[config.mk]
export PLATFORM = sky130hd
export DESIGN_NAME = bin2bcd_seq
export DESIGN_NICKNAME = d
export VERILOG_FILES = /design/src/rtl/bcd_pkg.sv /design/src/rtl/bcd_add3.sv /design/src/rtl/bin2bcd_seq.sv
export SDC_FILE = /design/constraint.sdc
export NUM_CORES = 1
export LEC_CHECK = 0
export BUFFER_PORTS_ARGS = -buffer_cell sky130_fd_sc_hd__buf_2
export CAP_MARGIN = 20
export CORE_MARGIN = 2
export CORE_UTILIZATION = 45
export DETAILED_ROUTE_END_ITERATION = 16
export GPL_TIMING_DRIVEN = 0
export PLACE_DENSITY = 0.62
export SYNTH_ARGS = -nofsm -noshare
export SYNTH_HDL_FRONTEND = slang
export SYNTH_SLANG_ARGS = --single-unit
[constraint.sdc]
create_clock -name clk_i -period 3 [get_ports clk_i]
set_clock_uncertainty 0.05 [all_clocks]
set_input_delay 0.3 -clock clk_i [delete_from_list [all_inputs] [get_ports clk_i]]
set_output_delay 0.3 -clock clk_i [all_outputs]
set_load 0.02 [all_outputs]
[src/rtl/bcd_pkg.sv]
// Shared types and sizing helpers for the sequential binary-to-BCD converter.
package bcd_pkg;

  typedef logic [3:0] bcd_digit_t;

  typedef enum logic [0:0] {
    StIdle,
    StShift
  } bcd_state_t;

  // floor(w * log10(2)) + 1, using 0.30103 as a fixed-point approximation of log10(2)
  function automatic int bcd_digits(input int w);
    return (w * 30103) / 100000 + 1;
  endfunction

endpackage

[src/rtl/bcd_add3.sv]
// Double-dabble digit correction: add 3 to any BCD digit of 5 or more before the shift.
module bcd_add3 (
  input  logic [3:0] digit_i,
  output logic [3:0] digit_o
);

  assign digit_o = (digit_i >= 4'd5) ? digit_i + 4'd3 : digit_i;

endmodule

[src/rtl/bin2bcd_seq.sv]
// Multi-cycle binary-to-BCD converter (shift-add-3, one bit per clock) with start/busy/done.
// Optional two's-complement input: define BIN2BCD_SIGNED_EN.
module bin2bcd_seq
  import bcd_pkg::*;
#(
  parameter int unsigned WIDTH  = 8,
  parameter int unsigned DIGITS = bcd_digits(WIDTH)
) (
  input  logic                             clk_i,
  input  logic                             rst_i,
  input  logic                             start_i,
  input  logic [WIDTH-1:0]                 bin_i,
  output logic                             busy_o,
  output logic                             done_o,
  output logic [4*DIGITS-1:0]              bcd_o,
  output logic [$clog2(DIGITS+1)-1:0]      sig_digits_o,
  output logic                             neg_o
);

  localparam int unsigned BcdW  = 4 * DIGITS;
  localparam int unsigned SregW = BcdW + WIDTH;
  localparam int unsigned CntW  = $clog2(WIDTH + 1);
  localparam int unsigned SigW  = $clog2(DIGITS + 1);

  bcd_state_t        state_q, state_d;
  logic [SregW-1:0]  sreg_q, sreg_d;
  logic [CntW-1:0]   cnt_q, cnt_d;
  logic [BcdW-1:0]   bcd_q, bcd_d;
  logic [SigW-1:0]   sig_q, sig_d;
  logic              done_q, done_d;

  logic [BcdW-1:0]   adj;
  logic [SregW-1:0]  shifted;
  logic [BcdW-1:0]   shifted_bcd;
  logic [SigW-1:0]   sig_scan;
  logic [WIDTH-1:0]  mag;
  logic              accept;
  logic              last;

  assign accept = (state_q == StIdle) && start_i;
  assign last   = (state_q == StShift) && (cnt_q == CntW'(1));

  for (genvar g = 0; g < DIGITS; g++) begin : gen_add3
    bcd_add3 u_add3 (
      .digit_i (sreg_q[WIDTH + 4*g +: 4]),
      .digit_o (adj[4*g +: 4])
    );
  end

  assign shifted     = {adj, sreg_q[WIDTH-1:0]} << 1;
  assign shifted_bcd = shifted[SregW-1 -: BcdW];

  // Highest non-zero digit wins; zero reports one significant digit.
  always_comb begin
    sig_scan = SigW'(1);
    for (int k = 0; k < DIGITS; k++) begin
      if (shifted_bcd[4*k +: 4] != 4'd0) begin
        sig_scan = SigW'(k + 1);
      end
    end
  end

`ifdef BIN2BCD_SIGNED_EN
  logic neg_pend_q;
  logic neg_q;

  // Unsigned negation keeps the most-negative value correct (e.g. -128 -> 128).
  always_comb begin
    mag = bin_i[WIDTH-1] ? (~bin_i + 1'b1) : bin_i;
  end

  always_ff @(posedge clk_i) begin
    if (rst_i) begin
      neg_pend_q <= 1'b0;
      neg_q      <= 1'b0;
    end else begin
      if (accept) neg_pend_q <= bin_i[WIDTH-1];
      if (last)   neg_q      <= neg_pend_q;
    end
  end

  assign neg_o = neg_q;
`else
  assign mag   = bin_i;
  assign neg_o = 1'b0;
`endif

  always_ff @(posedge clk_i) begin
    if (rst_i) begin
      state_q <= StIdle;
    end else begin
      state_q <= state_d;
    end
  end

  always_comb begin
    state_d = state_q;
    unique case (state_q)
      StIdle:  if (start_i) state_d = StShift;
      StShift: if (last)    state_d = StIdle;
      default: state_d = StIdle;
    endcase
  end

  always_comb begin
    sreg_d = sreg_q;
    cnt_d  = cnt_q;
    bcd_d  = bcd_q;
    sig_d  = sig_q;
    done_d = 1'b0;
    unique case (state_q)
      StIdle: begin
        if (start_i) begin
          sreg_d = {{BcdW{1'b0}}, mag};
          cnt_d  = CntW'(WIDTH);
        end
      end
      StShift: begin
        sreg_d = shifted;
        cnt_d  = cnt_q - CntW'(1);
        if (last) begin
          bcd_d  = shifted_bcd;
          sig_d  = sig_scan;
          done_d = 1'b1;
        end
      end
      default: ;
    endcase
  end

  always_ff @(posedge clk_i) begin
    if (rst_i) begin
      sreg_q <= '0;
      cnt_q  <= '0;
      bcd_q  <= '0;
      sig_q  <= SigW'(1);
      done_q <= 1'b0;
    end else begin
      sreg_q <= sreg_d;
      cnt_q  <= cnt_d;
      bcd_q  <= bcd_d;
      sig_q  <= sig_d;
      done_q <= done_d;
    end
  end

  assign busy_o       = (state_q == StShift);
  assign done_o       = done_q;
  assign bcd_o        = bcd_q;
  assign sig_digits_o = sig_q;

endmodule

==> reports/results.ini <==
[timing]
fin_crit_sh_pct=56.6
slew_headroom_pct=63.5
hold_violations=0
min_period_ns=1.70
finalSetupViolations=0
tightest_slew_ns=0.545
fmax_ghz=0.588
rsz0062_at_grt=false
tns_ns=0
drv_slew=0

[min_path]
worstHoldPathType=input pin to flip-flop

[clock_network]
cts_max_level=2
clockBufferDepth=2
insertion_delay_ns=0.30
numCtsBuffers=5
post_cts_buffers=0
numClockSinks=40
cts_root_buffer=clkbuf_8
cts_hold_buf=0
path_clk_slew_ns=0.08
cts_tree=yes
cts_resized=0

[worst_setup_path]
worstSetupPathType=flip-flop to flip-flop
path_max_fanout=5
endpoint_kind=flip-flop
cp.required_ns=3.17
start_kind=flip-flop
arrival_ns=1.87

[yosys]
synth_flop_cell=dfxtp_1
synthCells=232
async_flop_share_pct=0
synth.distinct_cells=40
synth_top_cell_by_area=dfxtp_1
synth_top_area_share_pct=41.4
synth_area_leaders=dfxtp_1 41%, nor2_1 7.6%, a21oi_1 7.2%
ys_ff_latch=40
synth-edff-count=0
avgSynthCellArea_sq_um=8.34
synth_nets=251
ys_warn_count=0
synth.cell_area_sq_mm=0.00194
ys_seq_area_share_pct=41.4

[pwr]
internal_power_w=0.000777
p_comb_share_pct=10.5
power_frac_seq_pct=53.5
switching_power_w=0.000266
swShare_pct=25.5
clkPwrFrac_pct=36.0
vdd_drop_max_mv=0.249
p_total_w=0.00104
power.density_mw_per_mm2=470
p_leak_nw=0.948

[route]
drc=0
wl_per_cell_um=13.6
antenna_left=0
avgViaCountPerCell=5.15
dr.first_iter.drc_count=84
dr_total_vias=1628
firstDrtPassIters=4
routed_wl_um=4290

[floorplan]
die_x_um=69.6
die_y_um=69.6
num_rows=23
io_pins=28
core_sq_mm=0.00406
start_util_pct=47.7
die-area_sq_mm=0.00484

[placement]
globalplace.congestion=0.861
place_area_sq_mm=0.00213
dp_cells=308
port_buffers=26
place.detailed.hpwl_um=2990

[global_route]
first_global_vias=1621
overflow=0
grt_first_pass_wirelength_um=7630
grt_usage_pct=19.8
antenna_found_initial=0
grt_max_degree=12

[final_layout]
layout-drive-gt1-share_pct=19.5
stdcell_area_sq_mm=0.00222
fin_cells=316
seq_area_sq_um=801
mostFrequentLayoutCells=40 x dfxtp_1, 39 x nor2_1, 34 x buf_2, 28 x a21oi_1, 21 x nand2_1
final_nets=284
nFillCells=418
syn2layout_area_growth_pct=14.6
multi_input_area_sq_mm=0.00102
layout_commonest_cell=dfxtp_1
antenna_cells=0
final_util_pct=54.7

[run_status]
outcome=complete, no violations

[flow_run]
maxCapViolCount=0

==> path summary, 6_finish.rpt <==
check | depth (start not counted) | slack (ns) | from | endpoint
max | 7 | 1.30 | sreg_q[12]$_SDFFE_PP0P_ | sig_digits_o[1]$_SDFFE_PP0P_
min | 3 | 0.24 | rst_i | sig_digits_o[1]$_SDFFE_PP0P_
max reg2reg | 7 | 1.30 | sreg_q[12]$_SDFFE_PP0P_ | sig_digits_o[1]$_SDFFE_PP0P_
min reg2reg | 2 | 0.40 | bcd_o[10]$_SDFFE_PP0P_ | bcd_o[10]$_SDFFE_PP0P_
==> metrics by stage <==
stage / hold WS (ns) / setup slack (ns)
final: 0.242 / 1.30
after global routing: 0.257 / 1.15
after CTS: 0.240 / 1.30
after detailed placement: 0.393 / 1.32
after global placement: 0.392 / 1.31
after floorplan: 0.395 / 1.50
==> per-layer routing <==
layer | wire [um] | global-route usage, % | vias up | part of all wire [%]
met1 | 2070 | 24.4 | 737 | 48
met4 | 53 | 6.54 | 0 | 1.2
met2 | 1980 | 33.3 | 35 | 46
li1 | - | - | 850 | -
met3 | 188 | 5.38 | 6 | 4.4
met5 | 0 | 0 | - | 0
==> cells in the mapped netlist (2+ instances only) <==
master,count
a211oi_1,2
a21oi_1,28
a21oi_4,2
a311oi_1,2
buf_2,8
buf_4,2
clkbuf_1,2
dfxtp_1,40
ha_1,8
inv_1,8
mux2i_1,14
nand2_1,21
nand2b_1,4
nand2b_2,2
nand3_1,4
nor2_1,39
nor3_1,10
nor3b_1,7
o21ai_0,3
o21ai_1,4
xnor2_1,3
==> state kept, by name, summed over array words and instances (netlist names) <==
| register | cells |
|---|---|
| done_o | 1 |
| cnt_q | 4 |
| bcd_o | 12 |
| busy_o | 1 |
| sreg_q | 20 |
| sig_digits_o | 2 |
==> worst max-delay path, stage by stage, from the launching register on <==
cell and delay (ns):
dfxtp_1 0.44, inv_2 0.07, ha_1 0.27, nand2b_2 0.12, nand2b_1 0.07, o21ai_1 0.28, nor3_2 0.12, a41oi_1 0.20
==> cells by family after synthesis <==
group / Yosys count / share of synthesized area [%]
fa+ha+maj: 8 / 5.17
flops: 40 / 41.4
compound gates: 49 / 15.7
buf+inv: 23 / 5.75
xor+xnor: 3 / 1.36
simple gates: 93 / 22.6
other cells: 1 / 0.194
mux: 15 / 7.82
==> power by group through the flow <==
stage	clock network [W]	logic [W]	registers [W]
final	0.000375	0.000110	0.000558
after global placement	0	0.000109	0.000569
after floorplan	0	0.0000737	0.000572
after global routing	0.000411	0.000125	0.000560
after CTS	0.000384	0.000111	0.000558
after detailed placement	0	0.000110	0.000570
==> layout make-up <==
class                           instances  area share, %
Timing Repair Buffer                   26           5.87
Buffer                                 14           3.50
Multi-Input combinational cell        169           46.1
Clock buffer                            8           4.06
Sequential cell                        40           36.1
Tap cell                               50           2.82
Inverter                                9           1.52
Note: power is estimated with default switching activity, not from simulation.
